==> config.mk <==
export PLATFORM = sky130hd
export DESIGN_NAME = fetch_unit
export DESIGN_NICKNAME = d
export VERILOG_FILES = /design/src/rtl/cpu_types_pkg.sv /design/src/rtl/fetch_unit.sv
export SDC_FILE = /design/constraint.sdc
export NUM_CORES = 1
export LEC_CHECK = 0
export CAP_MARGIN = 20
export CORE_ASPECT_RATIO = 1.25
export CORE_MARGIN = 10
export CORE_UTILIZATION = 42
export CTS_BUF_LIST = sky130_fd_sc_hd__clkbuf_4
export CTS_CLUSTER_DIAMETER = 150
export DETAILED_ROUTE_END_ITERATION = 16
export PLACE_DENSITY = 0.73
export SLEW_MARGIN = 5
export SYNTH_ARGS = -nofsm -noshare
export SYNTH_HDL_FRONTEND = slang
export SYNTH_SLANG_ARGS = --single-unit
==> constraint.sdc <==
create_clock -name CLK -period 5.69 [get_ports CLK]
set_input_delay 1.707 -clock CLK [delete_from_list [all_inputs] [get_ports CLK]]
set_output_delay 1.707 -clock CLK [all_outputs]
set_load 0.01 [all_outputs]
==> src/rtl/cpu_types_pkg.sv <==
// Shared CPU datapath types: machine word and the fetch-stage state encoding.
package cpu_types_pkg;

  typedef logic [31:0] word_t;

  typedef enum logic [1:0] {
    FETCH  = 2'd0,
    HOLD   = 2'd1,
    REDIR  = 2'd2,
    HALTED = 2'd3
  } fetch_state_t;

  localparam word_t WORD_BYTES = 32'd4;

endpackage

==> src/rtl/fetch_unit.sv <==
// Instruction-fetch stage: owns the PC, requests instruction words, buffers a hit
// across a downstream stall and applies branch/jump redirects for the IF/ID latch.
module fetch_unit
  import cpu_types_pkg::*;
#(
  parameter word_t PC_INIT = 32'h0000_0000
) (
  input  logic  CLK,
  input  logic  nRST,
  input  logic  ihit,
  input  word_t imemload,
  input  logic  stall,
  input  logic  redirect,
  input  word_t redirect_pc,
  input  logic  halt,
  output logic  imemREN,
  output word_t imemaddr,
  output word_t instr_o,
  output word_t npc_o,
  output word_t curr_pc_o,
  output logic  en_o,
  output logic  flush_o
);

  fetch_state_t r_state;
  word_t        r_pc;
  word_t        r_hold_instr;
  word_t        r_pend_pc;

  fetch_state_t w_state_nxt;
  word_t        w_pc_nxt;
  word_t        w_hold_nxt;
  word_t        w_pend_nxt;
  word_t        w_pc_plus4;
  logic         w_ren;
  logic         w_en;
  word_t        w_instr;

  assign w_pc_plus4 = r_pc + WORD_BYTES;
  assign curr_pc_o  = r_pc;
  assign npc_o      = w_pc_plus4;

  // Next-state and raw (pre-reset-gating) output decode; priority halt > redirect > stall.
  always_comb begin
    w_state_nxt = r_state;
    w_pc_nxt    = r_pc;
    w_hold_nxt  = r_hold_instr;
    w_pend_nxt  = r_pend_pc;
    w_ren       = 1'b0;
    w_en        = 1'b0;
    w_instr     = 32'd0;
    case (r_state)
      FETCH: begin
        w_ren   = 1'b1;
        w_instr = imemload;
        if (halt) begin
          w_state_nxt = HALTED;
        end else if (redirect) begin
          if (ihit) begin
            w_pc_nxt = redirect_pc;
          end else begin
            // Miss still outstanding at the old address; remember the target.
            w_pend_nxt  = redirect_pc;
            w_state_nxt = REDIR;
          end
        end else if (ihit) begin
          if (stall) begin
            w_hold_nxt  = imemload;
            w_state_nxt = HOLD;
          end else begin
            w_en     = 1'b1;
            w_pc_nxt = w_pc_plus4;
          end
        end else begin
          w_state_nxt = FETCH;
        end
      end
      HOLD: begin
        w_instr = r_hold_instr;
        if (halt) begin
          w_state_nxt = HALTED;
        end else if (redirect) begin
          w_pc_nxt    = redirect_pc;
          w_state_nxt = FETCH;
        end else if (!stall) begin
          w_en        = 1'b1;
          w_pc_nxt    = w_pc_plus4;
          w_state_nxt = FETCH;
        end else begin
          w_state_nxt = HOLD;
        end
      end
      REDIR: begin
        w_ren = 1'b1;
        if (halt) begin
          w_state_nxt = HALTED;
        end else if (redirect) begin
          if (ihit) begin
            w_pc_nxt    = redirect_pc;
            w_state_nxt = FETCH;
          end else begin
            w_pend_nxt = redirect_pc;
          end
        end else if (ihit) begin
          w_pc_nxt    = r_pend_pc;
          w_state_nxt = FETCH;
        end else begin
          w_state_nxt = REDIR;
        end
      end
      HALTED: begin
        w_state_nxt = HALTED;
      end
      default: begin
        w_state_nxt = FETCH;
      end
    endcase
  end

  // Output drive, forced quiet while reset is held.
  always_comb begin
    if (!nRST) begin
      imemREN  = 1'b0;
      imemaddr = PC_INIT;
      instr_o  = 32'd0;
      en_o     = 1'b0;
      flush_o  = 1'b0;
    end else begin
      imemREN  = w_ren;
      imemaddr = r_pc;
      instr_o  = w_instr;
      en_o     = w_en;
      flush_o  = redirect;
    end
  end

  // State, PC and buffer registers with synchronous active-low reset.
  always_ff @(posedge CLK) begin
    if (!nRST) begin
      r_state      <= FETCH;
      r_pc         <= PC_INIT;
      r_hold_instr <= 32'd0;
      r_pend_pc    <= 32'd0;
    end else begin
      r_state      <= w_state_nxt;
      r_pc         <= w_pc_nxt;
      r_hold_instr <= w_hold_nxt;
      r_pend_pc    <= w_pend_nxt;
    end
  end

endmodule
; ---- Word-level counts from Yosys, hierarchy flattened
; Cells that the tools add are included.
[word_totals]
input_bits = 70
ff_bits = 98
out_inout_bits = 131
[op_classes]
reduce_logical = 7
bitwise = 3
eq_ne = 11
mux = 38
n_addsub = 1
[op_table]
columns = cell, count
row1 = $mux 32, 12
row2 = $pmux 32 s3, 1
row3 = $pmux 32 s2, 1
row4 = $add 32x3->32 const B, 1
row5 = $mux 2, 10
row6 = $mux 1, 12
row7 = $ne 4x4->1 const B, 3
row8 = $pmux 2 s4, 1
row9 = $ne 2x2->1 const B, 3
row10 = $ne 3x3->1 const B, 2
row11 = $reduce_and 6->1, 1
row12 = $reduce_and 5->1, 1
row13 = $eq 2x2->1 const B, 2
row14 = $reduce_and 4->1, 1
row15 = $not 1->1, 3
row16 = $reduce_and 3->1, 1
row17 = $reduce_bool 3->1, 1
row18 = $eq 2x1->1 const B, 1
row19 = $logic_not 2->1, 1
row20 = $pmux 1 s2, 1
row21 = $reduce_or 2->1, 1

; ---- Depth between registers and ports, before layout
; Gate-level depths: netlist (run 1).
[depth]
depth_word = 6
depth_mapped = 10

; ---- Worst setup path before layout (run 1)
; No wires, ideal clock.
[synth_path]
kind = input -> output
start = input ihit
end = output en_o
slack_ns = 1.099
required_ns = 3.983
stages = 4
t_arrival_ns = 2.884
cell_sequence = clkbuf_1 -> clkbuf_1 -> a21oi_1 -> nor4_1
[synth_between]
elab_chain_cells = 5
[synth_lines]
columns = element, line_no
row1 = from (decl), fetch_unit.sv:10  ; input logic ihit,
row2 = $mux 1, fetch_unit.sv:66  ; end else if (ihit) begin
row3 = $mux 1, fetch_unit.sv:58  ; end else if (redirect) begin
row4 = $mux 1, fetch_unit.sv:56  ; if (halt) begin
row5 = $pmux 1 s2, fetch_unit.sv:52  ; case (r_state)
row6 = $mux 1, fetch_unit.sv:122  ; if (!nRST) begin
row7 = to (decl), fetch_unit.sv:21  ; output logic en_o,
; No other way between the ends.

; ---- Worst setup path after layout (run 1)
[layout_path]
start = input nRST
end = output flush_o
[layout_between]
elab_chain_cells = 1
[layout_lines]
columns = element, line_no
row1 = from (decl), fetch_unit.sv:9  ; input logic nRST,
row2 = $mux 1, fetch_unit.sv:122
row3 = to (decl), fetch_unit.sv:22  ; output logic flush_o
; No other way between the ends.

==> results of run 1 <==
-- worst max path at each step --
stage / slack [ns] / end / from
floorplan: 1.10 / en_o / ihit
global placement: 0.36 / flush_o / nRST
detailed placement: 0.37 / flush_o / nRST
CTS: 0.36 / flush_o / nRST
global route: 0.30 / flush_o / nRST
finish: 0.34 / flush_o / nRST
-- cell type report --
cell class	count	area share (%)
tap	182	2.67
inverter	12	0.542
multi-input combinational	677	46.8
antenna	1	0.0293
clock inverter	7	1.10
sequential	98	23.0
timing repair buffer	220	25.1
clock buffer	9	0.791
-- per-stage QoR --
step,cell area (um2),util [%],hold slack (ns),setup slack (ns)
2_1_floorplan,6360,-,0.437,1.10
3_3_place_gp,8380,56.1,0.442,0.364
3_5_place_dp,8380,56.1,0.448,0.371
4_1_cts,8540,57.1,0.468,0.358
5_1_grt,8540,57.1,0.481,0.303
6_report,8540,57.1,0.466,0.338
-- worst max-delay path, stage by stage --
cell             delay (ns)
clkdlybuf4s50_1        0.60
buf_4                  0.41
and2_1                 0.32
clkdlybuf4s50_1        0.59
-- placed cells by master, fill, tap and decap left out, types with 19 or more instances in the layout --
cell type	count
and2_1	32
a21oi_1	84
a22oi_1	48
mux2i_1	19
buf_4	20
clkdlybuf4s50_1	199
nand2_1	156
o21ai_0	31
dfxtp_1	98
nor2_1	76
-- flip-flops by register name (all words and copies together), names as in the netlist --
signal / flops
r_pend_pc: 32
curr_pc_o: 32
r_hold_instr: 32
r_state: 2
-- cell families after synthesis --
logic type | Yosys count | synth area share, %
flops | 98 | 30.8
mux | 21 | 3.34
simple gates | 367 | 27.5
buf+inv | 102 | 6.53
fa+ha+maj | 5 | 0.983
xor+xnor | 33 | 4.54
compound gates | 251 | 26.3
-- metal layers --
metal  routed length, um  vias up  global-route usage [%]
met5                   0        -                       0
met4                 550        0                    7.78
met3                2780       40                    7.83
met2               11000      351                    36.0
met1                9320     3306                    26.0
li1                    -     3416                       -
-- cells in the mapped netlist (7+ instances only) --
cell | instances | area (um2)
nand2_1 | 156 | 586
dfxtp_1 | 98 | 1960
a21oi_1 | 84 | 420
nor2_1 | 76 | 285
clkbuf_1 | 69 | 259
a22oi_1 | 48 | 360
and2_1 | 32 | 200
o21ai_0 | 31 | 155
mux2i_1 | 19 | 190
xnor2_1 | 18 | 158
nand4_1 | 16 | 100
nor3_1 | 16 | 80.1
a22o_1 | 15 | 131
xor2_1 | 15 | 131
nand3_1 | 14 | 70.1
nor4_1 | 14 | 87.6
o22ai_1 | 12 | 75.1
inv_1 | 11 | 41.3
o2bb2ai_1 | 11 | 96.3
buf_1 | 9 | 33.8
a32oi_1 | 8 | 70.1
buf_4 | 7 | 52.6
-- where the power goes --
group / total, W / internal, W / switching (W) / leakage, nW
clock: 0.000436 / 0.000177 / 0.000259 / 0.0819
sequential: 0.000885 / 0.000753 / 0.000132 / 0.794
combinational: 0.00138 / 0.000576 / 0.000806 / 2.06
total: 0.00270 / 0.00151 / 0.00120 / 2.94
==> flow_metrics.py, run 1 <==
metrics = {
    "run": {
        "drv_cap": 0,
    },
    "floorplan": {
        "initial_core_util_pct": 42.5,
        "die_h_um": 158,
        "die_width_um": 130,
        "core.rowCount": 50,
        "design.core.area_um2": 15000,
        "ios": 201,
        "die_area_um2": 20500,
    },
    "global_route": {
        "grt_pass1_wl_um": 36300,
        "grt-ovfl-total": 0,
        "grt_pass1_vias": 6701,
        "antenna_found_initial": 1,
        "grt_util_all_layers_pct": 22.1,
        "grt_max_degree": 50,
    },
    "sta": {
        "period_share_pct": 94.1,
        "finalMaxSlewViolations": 0,
        "slew_headroom_pct": 37.8,
        "hold_viol": 0,
        "finalSetupTns_ns": 0,
        "fmax_mhz": 187,
        "worstMarginPinSlew_ns": 0.930,
        "skew_ns": 0.0200,
        "rsz0062_at_grt": "no",
        "setup_viol": 0,
        "fin_crit_ns": 5.35,
    },
    "yosys": {
        "synthFlopType": "dfxtp_1",
        "syn_area_per_cell_um2": 7.25,
        "ys_types": 64,
        "yosys_warnings": 0,
        "synth_seq_cells": 98,
        "syn_area_um2": 6360,
        "synthCells": 877,
        "synth.net_count": 952,
        "synthArstFlopShare_pct": 0,
        "yosysSeqAreaShare_pct": 30.8,
        "synth_edf_count": 0,
    },
    "worst_setup_path": {
        "ff2ff_setup_slack_ns": 2.56,
        "worstPathArrival_ns": 3.64,
        "timing.rr.end": "curr_pc_o[24]$_SDFFE_PN0P_",
        "r2r_start": "r_state[0]$_SDFFE_PN0P_",
        "path_max_fanout": 41,
        "reg2reg_depth": 9,
        "crit_type": "input pin to primary output",
        "critPathCaptureType": "primary output",
        "critPathLaunchType": "input pin",
        "crit_required_ns": 3.98,
    },
    "place": {
        "portBuffers": 200,
        "dp.cells": 1189,
        "hpwl_um": 16600,
        "gp_congestion": 0.890,
    },
    "power": {
        "p_leak_nw": 2.94,
        "p_per_area_nw_per_um2": 316,
        "p_total_w": 0.00270,
        "irDropWorstVdd_v": 0.000170,
    },
    "worst_hold_path": {
        "hold_end": "r_hold_instr[28]$_SDFFE_PN0P_",
        "hp-start": "r_hold_instr[28]$_SDFFE_PN0P_",
        "hold_class": "flop to flop",
        "min_path_cells": 2,
    },
    "cts": {
        "clk_pin_slew_ns": 0.14,
        "post_cts_buffers": 0,
        "cts.sinks": 98,
        "cts-root-buf": "clkbuf_4",
        "cts_tree": "done",
        "post_cts_resize_count": 0,
        "clk_latency_ns": 0.48,
        "cts_hold_buf": 0,
        "cts_buffers": 9,
        "clk_path_buf_depth": 2,
        "htreeDepth": 3,
    },
    "detailed_routing": {
        "dr.first_iter.drc_count": 761,
        "via_per_inst": 5.90,
        "wirelength_um": 23700,
        "ant_nets": 0,
        "wire_per_inst_um": 19.6,
        "drc_errors": 0,
        "dr.pass1.iters": 5,
        "num_vias": 7113,
    },
    "finish": {
        "fillers": 1433,
        "area_delta_synth_final_pct": 34.3,
        "multiInputGateArea_um2": 4000,
        "regArea_um2": 1960,
        "fin_nets": 1093,
        "post_route_cells_drive_above_1_share_pct": 5.47,
        "finalNonFillerCells": 1206,
    },
    "run_status": {
        "status": "complete, no violations",
    },
}
Power figures use the tool's default switching activity.
==> run 2: changes to the inputs <==
CORE_MARGIN = 5   (was 10)
==> run 2 against run 1 <==
- largest power group unchanged
- first-iteration DRC count fell by 7.2%
- critical path depth rose by 1
- via count rose by 1.3%
- critical endpoint is now instr_o[26]
- critical path type unchanged
- routed wire length fell by 4.0%
==> flow_metrics.py, run 2 (same netlist as run 1, synthesis figures left out) <==
metrics = {
    "global_route": {
        "grt_pass1_vias": 6797,
        "grt_max_degree": 52,
        "grt_pass1_wl_um": 36200,
        "grt_util_all_layers_pct": 24.9,
        "antenna_found_initial": 0,
        "grt-ovfl-total": 0,
    },
    "worst_hold_path": {
        "hold_class": "flop to flop",
        "hold_end": "r_hold_instr[19]$_SDFFE_PN0P_",
        "hp-start": "r_hold_instr[19]$_SDFFE_PN0P_",
        "min_path_cells": 2,
    },
    "sta": {
        "period_share_pct": 90.7,
        "slew_headroom_pct": 26.2,
        "whs_ns": 0.465,
        "finalSetupTns_ns": 0,
        "layout_setup_ws_ns": 0.529,
        "fmax_mhz": 194,
        "skew_ns": 0.0273,
        "worstMarginPinSlew_ns": 1.10,
        "rsz0062_at_grt": "no",
        "fin_crit_ns": 5.16,
        "finalMaxSlewViolations": 0,
        "hold_viol": 0,
        "setup_viol": 0,
    },
    "floorplan": {
        "die_h_um": 148,
        "die_area_um2": 17700,
        "core.rowCount": 50,
        "design.core.area_um2": 15000,
        "initial_core_util_pct": 42.5,
        "die_width_um": 120,
        "ios": 201,
    },
    "place": {
        "gp_congestion": 0.897,
        "pre_cts_slack_ns": 0.538,
        "portBuffers": 200,
        "hpwl_um": 15800,
        "placedInstanceArea_um2": 8450,
    },
    "finish": {
        "diodes": 0,
        "fin_area_um2": 8560,
        "area_delta_synth_final_pct": 34.6,
        "final_cell_mix": "clkdlybuf4s50_1 (199), nand2_1 (156), dfxtp_1 (98), a21oi_1 (84), nor2_1 (76)",
        "fin_nets": 1100,
        "multiInputGateArea_um2": 4000,
        "post_route_cells_drive_above_1_share_pct": 6.02,
        "mostFrequentLayoutCell": "clkdlybuf4s50_1",
        "regArea_um2": 1960,
        "fillers": 1410,
    },
    "worst_setup_path": {
        "crit_required_ns": 3.98,
        "path_max_fanout": 51,
        "crit_slowest_cell": "clkdlybuf4s50_1",
        "crit_type": "input pin to primary output",
        "critPathCaptureType": "primary output",
        "path_cells": "clkdlybuf4s50_1 > clkinv_2 > buf_12 > nor2_1 > clkdlybuf4s50_1",
        "worstPathArrival_ns": 3.45,
        "r2r_start": "r_state[0]$_SDFFE_PN0P_",
        "critPathLaunchType": "input pin",
        "ff2ff_setup_slack_ns": 2.26,
        "reg2reg_depth": 8,
        "cp_common_cell": "clkdlybuf4s50_1",
        "timing.rr.end": "curr_pc_o[24]$_SDFFE_PN0P_",
        "cpPeakStageDelay_ns": 0.55,
    },
    "cts": {
        "clk_pin_slew_ns": 0.16,
        "post_cts_resize_count": 0,
        "clk_latency_ns": 0.49,
        "htreeDepth": 3,
        "cts_hold_buf": 0,
        "cts.sinks": 98,
        "clk_path_buf_depth": 2,
        "cts-root-buf": "clkbuf_4",
        "cts_tree": "done",
        "cts_buffers": 9,
        "post_cts_buffers": 0,
    },
    "detailed_routing": {
        "wire_per_inst_um": 18.8,
        "drc_errors": 0,
        "via_per_inst": 5.95,
        "dr.pass1.iters": 5,
        "dr.first_iter.drc_count": 706,
        "num_vias": 7206,
        "ant_nets": 0,
        "wirelength_um": 22800,
    },
    "power": {
        "irDropWorstVdd_v": 0.000246,
        "p_leak_nw": 2.95,
        "p_per_area_nw_per_um2": 307,
    },
    "run_status": {
        "status": "complete, no violations",
    },
    "run": {
        "drv_cap": 0,
    },
}
==> run 2: cell count changes in the layout (fill, tap and decap cells not counted) <==
cell,change
clkbuf_4,+2
clkinv_1,+1
clkinv_2,-1
clkinv_4,-1
buf_12,+1
diode_2,-1
bufinv_16,-2
buf_4,+6
clkinvlp_4,+1
==> run 2: how the worst max path moves through the flow <==
stage                                          from          end  slack, ns  depth (start not counted)
after floorplan                                ihit         en_o       1.10                          4
after global routing      curr_pc_o[8]$_SDFFE_PN0P_    npc_o[30]       0.32                          5
after detailed placement                       nRST      flush_o       0.54                          4
after global placement                         nRST      flush_o       0.53                          4
final                                          nRST  instr_o[26]       0.53                          5
after CTS                                      nRST      flush_o       0.53                          4
==> run 2: power breakdown <==
group / switching, W / leakage, nW / internal (W)
combinational: 0.000823 / 2.10 / 0.000586
clock: 0.000253 / 0.0565 / 0.0000975
sequential: 0.000118 / 0.794 / 0.000753
total: 0.00119 / 2.95 / 0.00144
==> run 2: layout make-up <==
type	count	share of cell area (%)
Multi-Input combinational cell	677	46.7
Timing Repair Buffer	227	25.8
Sequential cell	98	22.9
Tap cell	182	2.66
Clock buffer	11	0.965
Inverter	12	0.541
Clock inverter	5	0.365
==> run 2: metal layers <==
layer  global-route usage, %  up-vias  routed length (um)
met5                       0        -                   0
met4                    8.83        0                 531
met3                    5.97       36                2350
met2                    40.3      405               10600
met1                    32.3     3337                9290
li1                        -     3428                   -
==> run 2: worst max-delay path, delay by kind of cell <==
family | cells | cell delay (ns)
buf+inv | 4 | 1.58
simple gates | 1 | 0.15
==> run 2: stage by stage <==
stage,instances,power [W],util [%]
after detailed placement,1196,0.00227,56.5
after floorplan,877,0.00165,-
after global routing,1212,0.00279,57.2
after CTS,1212,0.00262,57.2
final,1212,0.00263,57.2
after global placement,1196,0.00227,56.5
